--- src/rtl/mem_stage.sv ---
// ============================================================================
// Module   : mem_stage
// Brief    : Pipeline MEM stage with a handshaked data-memory port, wait
//            timeout, alignment checking and a MEM/WB output register.
// Revision : 1.0
// ============================================================================
`default_nettype none

module mem_stage #(
    parameter int TIMEOUT_CYCLES = 64
) (
    input  logic        clk_i,
    input  logic        rst_n_i,
    // EX/MEM register
    input  logic [31:0] ALUres_i,
    input  logic [31:0] wrdata_i,
    input  logic        MemRead_i,
    input  logic        MemWrite_i,
    input  logic        RegWrite_i,
    input  logic        MemtoReg_i,
    input  logic [4:0]  WriteBackPath_i,
    // data-memory port
    output logic        mem_req_o,
    output logic        mem_we_o,
    output logic [31:0] mem_addr_o,
    output logic [31:0] mem_wdata_o,
    input  logic        mem_ack_i,
    input  logic [31:0] mem_rdata_i,
    // pipeline control
    output logic        stall_o,
    // MEM/WB register
    output logic [31:0] ALUres_o,
    output logic [31:0] rddata_o,
    output logic        RegWrite_o,
    output logic        MemtoReg_o,
    output logic [4:0]  WriteBackPath_o,
    output logic        err_o
);

    localparam int                c_CNT_W    = (TIMEOUT_CYCLES > 1) ? $clog2(TIMEOUT_CYCLES) : 1;
    localparam logic [c_CNT_W-1:0] c_TMO_LAST = c_CNT_W'(TIMEOUT_CYCLES - 1);

    localparam logic [1:0] c_ST_IDLE = 2'd0;
    localparam logic [1:0] c_ST_WAIT = 2'd1;
    localparam logic [1:0] c_ST_DONE = 2'd2;

    logic [1:0]         r_state;
    logic [1:0]         w_nextState;
    logic [c_CNT_W-1:0] r_cnt;
    logic               w_access;
    logic               w_illegal;
    logic               w_cntLast;

    assign w_access  = MemRead_i | MemWrite_i;
    assign w_illegal = w_access & ((MemRead_i & MemWrite_i) | (ALUres_i[1:0] != 2'b00));
    assign w_cntLast = (r_cnt == c_TMO_LAST);

    always_ff @(posedge clk_i) begin
        if (!rst_n_i) begin
            r_state <= c_ST_IDLE;
        end else begin
            r_state <= w_nextState;
        end
    end

    always_comb begin
        w_nextState = r_state;
        stall_o     = 1'b0;
        case (r_state)
            c_ST_IDLE: begin
                if (w_access && !w_illegal) begin
                    stall_o     = 1'b1;
                    w_nextState = c_ST_WAIT;
                end
            end
            c_ST_WAIT: begin
                stall_o = 1'b1;
                if (mem_ack_i || w_cntLast) begin
                    w_nextState = c_ST_DONE;
                end
            end
            c_ST_DONE: begin
                w_nextState = c_ST_IDLE;
            end
            default: begin
                w_nextState = c_ST_IDLE;
            end
        endcase
    end

    // Memory port, wait counter, error flag and MEM/WB register.
    // EX/MEM is frozen while stalled, so the *_i values are still the
    // access's own control bits when the ack arrives.
    always_ff @(posedge clk_i) begin
        if (!rst_n_i) begin
            r_cnt           <= '0;
            mem_req_o       <= 1'b0;
            mem_we_o        <= 1'b0;
            mem_addr_o      <= 32'd0;
            mem_wdata_o     <= 32'd0;
            ALUres_o        <= 32'd0;
            rddata_o        <= 32'd0;
            RegWrite_o      <= 1'b0;
            MemtoReg_o      <= 1'b0;
            WriteBackPath_o <= 5'd0;
            err_o           <= 1'b0;
        end else begin
            case (r_state)
                c_ST_IDLE: begin
                    if (!w_access) begin
                        ALUres_o        <= ALUres_i;
                        rddata_o        <= 32'd0;
                        RegWrite_o      <= RegWrite_i;
                        MemtoReg_o      <= MemtoReg_i;
                        WriteBackPath_o <= WriteBackPath_i;
                    end else begin
                        ALUres_o        <= 32'd0;
                        rddata_o        <= 32'd0;
                        RegWrite_o      <= 1'b0;
                        MemtoReg_o      <= 1'b0;
                        WriteBackPath_o <= 5'd0;
                        if (w_illegal) begin
                            err_o <= 1'b1;
                        end else begin
                            mem_req_o   <= 1'b1;
                            mem_we_o    <= MemWrite_i;
                            mem_addr_o  <= ALUres_i;
                            mem_wdata_o <= wrdata_i;
                            r_cnt       <= '0;
                        end
                    end
                end
                c_ST_WAIT: begin
                    if (mem_ack_i) begin
                        mem_req_o       <= 1'b0;
                        rddata_o        <= mem_we_o ? 32'd0 : mem_rdata_i;
                        ALUres_o        <= ALUres_i;
                        RegWrite_o      <= RegWrite_i;
                        MemtoReg_o      <= MemtoReg_i;
                        WriteBackPath_o <= WriteBackPath_i;
                    end else if (w_cntLast) begin
                        mem_req_o       <= 1'b0;
                        err_o           <= 1'b1;
                        ALUres_o        <= 32'd0;
                        rddata_o        <= 32'd0;
                        RegWrite_o      <= 1'b0;
                        MemtoReg_o      <= 1'b0;
                        WriteBackPath_o <= 5'd0;
                    end else begin
                        r_cnt <= r_cnt + 1'b1;
                    end
                end
                default: begin
                    ALUres_o        <= 32'd0;
                    rddata_o        <= 32'd0;
                    RegWrite_o      <= 1'b0;
                    MemtoReg_o      <= 1'b0;
                    WriteBackPath_o <= 5'd0;
                end
            endcase
        end
    end

endmodule

`default_nettype wire

--- config.mk ---
export PLATFORM = sky130hd
export DESIGN_NAME = mem_stage
export DESIGN_NICKNAME = d
export VERILOG_FILES = /design/src/rtl/mem_stage.sv
export SDC_FILE = /design/constraint.sdc
export NUM_CORES = 1
export LEC_CHECK = 0
export CORE_UTILIZATION = 37
export CTS_CLUSTER_SIZE = 28
export DETAILED_ROUTE_END_ITERATION = 6
export GPL_ROUTABILITY_DRIVEN = 0
export GPL_TIMING_DRIVEN = 1
export PLACE_DENSITY = 0.81
export SYNTH_ARGS = -nofsm -noshare
export SYNTH_HDL_FRONTEND = slang
export SYNTH_SLANG_ARGS = --single-unit
--- constraint.sdc ---
create_clock -name clk_i -period 1.75 [get_ports clk_i]
set_input_delay 0.175 -clock clk_i [delete_from_list [all_inputs] [get_ports clk_i]]
set_output_delay 0.175 -clock clk_i [all_outputs]
set_load 0.02 [all_outputs]
# == After elaboration in Yosys (flattened, before gate mapping) ==
# Cells that the tools add are included.
# word_totals
ff_bits,146
# op_classes
add_sub_neg,1
eq_ne,11
n_mux,36
bitwise_logic,5
reduce_logical,13
# ops
cell,n
$mux W32,5
$pmux W32 S2,1
$mux W6,4
$ne A2 B2 Y1 const B,8
$mux W5,3
$mux W1,13
$pmux W6 S2,1
$pmux W1 S2,5
$pmux W5 S2,1
$reduce_and A5 Y1,2
$add A6 B1 Y6 const B,1
$eq A6 B6 Y1 const B,1
$reduce_bool A2 Y1,3
$mux W2,2
$pmux W2 S2,1
$reduce_and A2 Y1,2
$reduce_and A4 Y1,1
$ne A3 B3 Y1 const B,1
$reduce_and A3 Y1,1
$and A1 B1 Y1,2
$eq A2 B1 Y1 const B,1
$logic_not A2 Y1,1
$or A1 B1 Y1,2
$logic_and A1 B1 Y1,1
3 further kinds,3

# == Depth between registers and ports, before layout ==
# Gate-level depths: netlist of the first run.
# depth
word_depth,7
mapped_depth,7
mapped_depth_nobuf,5

# == Worst setup path after synthesis of the first run ==
# No wires, ideal clock.
# synth_path
kind,register to register
startpoint,reg r_cnt[0]
endpoint,reg r_cnt[3]
t_arrival_ns,1.643
t_required_ns,1.633
slack_ns,-0.010
path_stages_with_launch,6
period_less_slack_ns,1.760
path_cell_list,dfxtp_1 ha_1 and4_1 a211o_4 a32o_1 a22o_1
# synth_via
elab_chain_len,4
word_cells_on_any_way,7
# synth_rtl
item,line,rtl
from (decl),49,logic [c_CNT_W-1:0] r_cnt;
from (signal assigned),150,r_cnt <= r_cnt + 1'b1;
$add A6 B1 Y6,150,
$mux W6,141,end else if (w_cntLast) begin
$mux W6,134,if (mem_ack_i) begin
$pmux W6 S2,108,case (r_state)
# Several ways; a longest one is shown, not always the timed one. The select of a mux whose other input is x is not followed.
# A chain may end at the register's enable or synchronous reset.

# == Final worst setup path of the first run ==
# layout_path
startpoint,reg r_cnt[1]
endpoint,reg r_cnt[3]
# The elaborated chain is that of the path after synthesis.

==> results of run 1 <==
-- final timing paths --
check                           cells past startpoint               to
worst min-delay path                                2       r_state[0]
worst max-delay path                                5         r_cnt[3]
worst min register to register                      2  mem_wdata_o[10]
worst max register to register                      5         r_cnt[3]
-- through the flow --
stage,total power [mW],setup slack (ns),instance area [µm²],instances
final,7.99,0.0590,8530,975
after global routing,8.31,0.0113,8530,975
after CTS,8.07,0.00601,8510,972
after detailed placement,4.55,-0.110,7940,942
after global placement,4.52,-0.0425,7940,942
after floorplan,3.97,0.0434,5200,537
-- critical path, cell delays in order, from the launching register on --
cell,delay (ns)
dfxtp_2,0.33
ha_2,0.18
and4_4,0.22
a211o_4,0.37
a32o_1,0.27
a22o_1,0.22
-- Yosys cell counts (2+ instances only) --
master	number	area [µm²]
a21boi_0	4	30.0
a21boi_1	60	450
a21oi_1	2	10.0
a22o_1	40	350
a22oi_1	32	240
a31oi_1	2	12.5
and2_1	4	25.0
and3_1	3	18.8
buf_2	6	30.0
buf_4	8	60.1
clkbuf_1	25	93.8
dfxtp_1	146	2920
nand2_1	128	480
nand3_1	6	30.0
nand4_1	2	12.5
nor2_1	38	143
nor2b_1	3	18.8
nor3_1	2	10.0
o21a_1	2	15.0
-- layer usage --
| layer | up-vias | part of all wire, % | global-route usage [%] |
|---|---|---|---|
| met5 | - | 0 | 0 |
| met4 | 0 | 1.4 | 7.25 |
| met3 | 18 | 7.9 | 7.97 |
| met2 | 217 | 50 | 37.8 |
| met1 | 2359 | 41 | 24.7 |
| li1 | 2372 | - | - |
-- flip-flops by register name (all words and copies together), names as in the netlist, 2 cells and up --
signal and cells:
mem_wdata_o 32, mem_addr_o 32, r_state 2, ALUres_o 32, rddata_o 32, WriteBackPath_o 5
r_cnt 6
-- report_power, final --
group | internal (mW) | leakage (nW) | switching, mW
clock | 2.15 | 0.279 | 1.36
combinational | 0.544 | 1.68 | 0.450
sequential | 3.43 | 1.18 | 0.0562
total | 6.13 | 3.14 | 1.86
-- cells by family (layout without fill, tap and decap cells) --
| group | after synthesis | in the layout | synth area share, % |
|---|---|---|---|
| compound gates | 153 | 153 | 23.7 |
| xor+xnor | 1 | 1 | 0.169 |
| fa+ha+maj | 1 | 1 | 0.241 |
| buf+inv | 42 | 304 | 3.93 |
| flops | 146 | 146 | 56.3 |
| simple gates | 194 | 194 | 15.7 |
-- final cells by class --
cell class                      instances  share of cell area (%)
Sequential cell                       146                    34.3
Timing Repair Buffer                  273                    32.0
Multi-Input combinational cell        349                    24.4
Clock buffer                           21                    5.40
Tap cell                              176                    2.58
Clock inverter                          9                    1.28
Inverter                                1                  0.0440
-- timing repair --
item	4_1_cts	5_1_grt
gates resized for setup	0	2
setup endpoints to repair	1	10
pin swaps	1	1
buffers inserted	0	3
==> qor.txt, run 1 <==
Status -> finished, final reports clean
CTS H-tree depth -> 4
Fin nets -> 897
Worst hold path startpoint -> rst_n_i
Vias -> 4966
R2R Setup Slk -> 0.06 ns
Fillers -> 1055
Reg2reg start -> r_cnt[1]
Post-synth EDFFs -> 0
Pins Over Slew Limit -> 0
Max VDD drop -> 0.000593 V
Clock Sinks -> 146
Register area -> 2920 µm²
RSZ-0062 raised after global routing -> no
Element type at the critical path end -> flop
Worst setup startpoint -> r_cnt[1]
Ant diodes -> 0
Max Cap Viol -> 0
Hold Path Class -> in2reg
Layout cells sized above 1 -> 8.76%
PortBufs -> 246
Crit share post-route -> 96.6%
Worst hold slack -> 0.0849 ns
Leak pwr -> 3.14 nW
Final hold violation count -> 0
Mean Syn Cell Area -> 9.67 µm²
Global-route wire length before repair -> 24.6 mm
Crit path max fanout -> 6
Final setup viols -> 0
Ys async rst share -> 0%
Min cycle time layout -> 1.69 ns
Initial Utilization -> 38.6%
DRC -> 0
CP Data Required Time -> 2.06 ns
Synth Net Count -> 646
Global route overflow -> 0
Seq/Total Area, Yosys -> 56.3%
DP HPWL -> 11.2 mm
Total GRT Usage -> 21.8%
Initial antenna violation count -> 0
CTS tree -> built
Die height -> 120 µm
Root buffer cell -> clkbuf_16
Slew headroom -> 76.3%
DR vias/cell -> 5.09
Post-synth cell types -> 43
Routed Antenna Nets -> 0
Setup_tns -> 0 ns
Worst skew pair latency -> 0.42 ns
Most frequent cells in the layout -> clkdlybuf4s50_1, dfxtp_1, nand2_1
Yosys warning total -> 0
Post-Syn Area -> 5190 µm²
Largest net degree at the start of global routing -> 40
Area growth syn-to-layout -> 64.3%
Most common cell after layout, fill and taps aside -> clkdlybuf4s50_1
Wire per inst -> 16.2 µm
Cells after Synth -> 537
Vias in the first global route -> 4796
Area of the multi-input gates -> 2080 µm²
Synth Flop Type -> dfxtp_1
Num CTS Buffers -> 17
Worst slew pin tran -> 0.354 ns
Core area -> 13500 µm²
WS Path Type -> reg2reg
CP Data Arrival Time -> 2.00 ns
Ports -> 247
Max Clk Rate -> 591 MHz
Register bit total from synthesis -> 146
Final WL -> 15.8 mm
Die Wd -> 120 µm
Post-layout util -> 63.4%
Cts hold-fix bufs -> 0
Clk_skew -> 0.00812 ns
Rows -> 42
Drt pass-1 iters -> 5
DIE AREA -> 14500 µm²
Startpoint types -> flop
P per Cell Area -> 936 nW/µm²
Drt first-iter violations -> 285
CTS Buffer Depth -> 2
Worst-path clk slew -> 0.06 ns
(Power assumes the default switching activity.)
==> run 2, diff against run 1 <==
ABC_AREA = 1   (was unset)
CTS_CLUSTER_SIZE = 16   (was 28)
PLACE_DENSITY = 0.8   (was 0.81)
RECOVER_POWER = 100   (was unset)
==> qor.txt, run 2 <==
Max Clk Rate -> 606 MHz
Global route overflow -> 0
Multiplexer share of the synthesized area -> 0%
Post-CTS Setup Repair Bufs -> 0
RSZ-0062 raised after global routing -> no
Rows -> 43
Delay-heaviest family, CP -> flip-flops
Crit share post-route -> 94.3%
CTS tree -> built
Crit path max fanout -> 7
Root buffer cell -> clkbuf_16
CP Data Arrival Time -> 1.48 ns
CTS H-tree depth -> 4
Most used cell, CP -> buf_4
Pins Over Slew Limit -> 0
Setup_tns -> 0 ns
Post-synth EDFFs -> 0
DRC -> 0
Vias in the first global route -> 4937
Vias -> 5343
Crit path largest cell delay -> 0.37 ns
Synth top area share -> 55.3%
WS Path Type -> reg2out
Main combinational cell family by area after synthesis -> simple AND/OR/NAND/NOR gates
Fillers -> 1237
Switching share of power -> 23.4%
Min cycle time layout -> 1.65 ns
Final hold violation count -> 0
Post-layout util -> 61.7%
Slew headroom -> 67.0%
Largest net degree at the start of global routing -> 40
Worst skew pair latency -> 0.41 ns
Register bit total from synthesis -> 146
Die Wd -> 122 µm
DP HPWL -> 10.9 mm
Num CTS Buffers -> 17
CP bufs+invs -> 2
Sw Pwr -> 1.95 mW
Area growth syn-to-layout -> 62.1%
Routed Antenna Nets -> 0
Adder-Cell Fraction of Synth Area -> 0.237%
Initial antenna violation count -> 0
Initial Utilization -> 38.1%
Fin nets -> 1029
DR vias/cell -> 4.80
Synth cell count leaders -> dfxtp_1, nor2_1, nand2_1, a21oi_1, o21ai_0
Largest area contributor in the netlist -> dfxtp_1
Slowest CP cell -> dfxtp_1
Mean Syn Cell Area -> 7.79 µm²
Cells after Synth -> 678
Simple-gate share of the synthesized area -> 24.8%
CTS Buffer Depth -> 2
Placed Cells -> 1081
Drt pass-1 iters -> 5
CP Cell Sequence -> nor2_4 -> nand4_4 -> buf_4 -> nand2_1 -> buf_4
Most frequent cells in the layout -> dfxtp_1, nor2_1, dlygate4sd3_1
Ant diodes -> 0
Layout cells sized above 1 -> 7.18%
Worst slew pin tran -> 0.495 ns
Startpoint types -> flop
Register area -> 2920 µm²
Clk_skew -> 0.0112 ns
Ports -> 247
Wire per inst -> 14.0 µm
Leak pwr -> 3.59 nW
Post-synth cell types -> 23
Drt first-iter violations -> 277
Final WL -> 15.5 mm
Total GRT Usage -> 21.0%
Post-Syn Area -> 5280 µm²
Global-route wire length before repair -> 24.1 mm
Clock Power Share -> 44.4%
XOR/XNOR Fraction of Synth Area -> 0%
Count of non-filler cells in the finished layout -> 1113
Final setup viols -> 0
Most common cell after layout, fill and taps aside -> dfxtp_1
Max Cap Viol -> 0
Element type at the critical path end -> output port
Sequential power share -> 42.3%
Ys async rst share -> 0%
Synth Net Count -> 787
Worst-path clk slew -> 0.06 ns
R2R Setup Slk -> 0.15 ns
PortBufs -> 246
Yosys warning total -> 0
CP Data Required Time -> 1.57 ns
Clock Sinks -> 146
DIE AREA -> 14800 µm²
Area of the multi-input gates -> 2080 µm²
Max VDD drop -> 0.000520 V
Seq/Total Area, Yosys -> 55.3%
Synth Flop Type -> dfxtp_1
Die height -> 122 µm
Most common cell in the netlist -> dfxtp_1
Internal -> 6.39 mW
Core area -> 13900 µm²
Combinational cell fraction of total power -> 13.3%
P per Cell Area -> 974 nW/µm²
Status -> finished, final reports clean
Synth Area in Compound Gates -> 13.9%
Pwr Total -> 8.35 mW
Hold Path Class -> in2reg
Worst hold slack -> 0.197 ns
Synth area leaders -> dfxtp_1, nor2_1, nand2_1
run 2: through the flow:
step	worst slack (ns)	area [µm²]
final	0.0998	8570
after global routing	0.00162	8570
after CTS	0.0429	8600
after detailed placement	-0.0956	7970
after global placement	-0.0480	7970
after floorplan	0.274	5280
run 2: path summary, 6_finish.rpt:
kind                                     from       endpoint  depth (start not counted)
worst max-delay path               r_state[1]        stall_o                          5
worst min-delay path                  rst_n_i   ALUres_o[24]                          3
worst max register to register       r_cnt[1]       r_cnt[5]                         11
worst min register to register  mem_addr_o[0]  mem_addr_o[0]                          2
run 2: timing repair:
item,4_1_cts,5_1_grt
endpoints found under the setup margin,40,7
hold buffers,0,0
gates resized for setup,4,1
pin swaps,0,1
run 2: metal layers:
metal | wire length [µm] | vias up | global-route usage (%)
met4 | 349 | 0 | 9.88
met3 | 1280 | 22 | 7.28
met5 | 0 | - | 0
li1 | - | 2698 | -
met1 | 6460 | 2416 | 23.9
met2 | 7440 | 207 | 35.2
run 2: power by group through the flow:
stage,registers [mW],logic [mW],clock network (mW)
floorplan,3.76,0.362,0
global placement,3.60,1.16,0
detailed placement,3.61,1.16,0
CTS,3.54,1.17,3.79
global route,3.55,1.21,3.92
finish,3.53,1.11,3.70
run 2: worst reg2reg max path, cell delays in order (launching register included):
cell	delay (ns)
dfxtp_1	0.37
ha_1	0.18
nand2_1	0.08
nor2_1	0.15
nand2_1	0.14
nand3_4	0.10
clkbuf_2	0.17
nand2_2	0.11
inv_2	0.08
nand2_1	0.05
nand2_1	0.06
inv_1	0.03
run 2: kinds of logic (layout without fill, tap and decap cells):
group / after synthesis / after routing
and+or+nand+nor: 324 / 324
AOI/OAI and AO/OA: 147 / 147
DFF: 146 / 146
buffers and inverters: 60 / 315
adders and majority gates: 1 / 1
run 2: cell type report:
class | count | area share, %
Inverter | 15 | 0.686
Timing Repair Buffer | 268 | 31.1
Multi-Input combinational cell | 472 | 24.3
Sequential cell | 146 | 34.1
Clock inverter | 9 | 1.49
Tap cell | 180 | 2.63
Clock buffer | 23 | 5.70
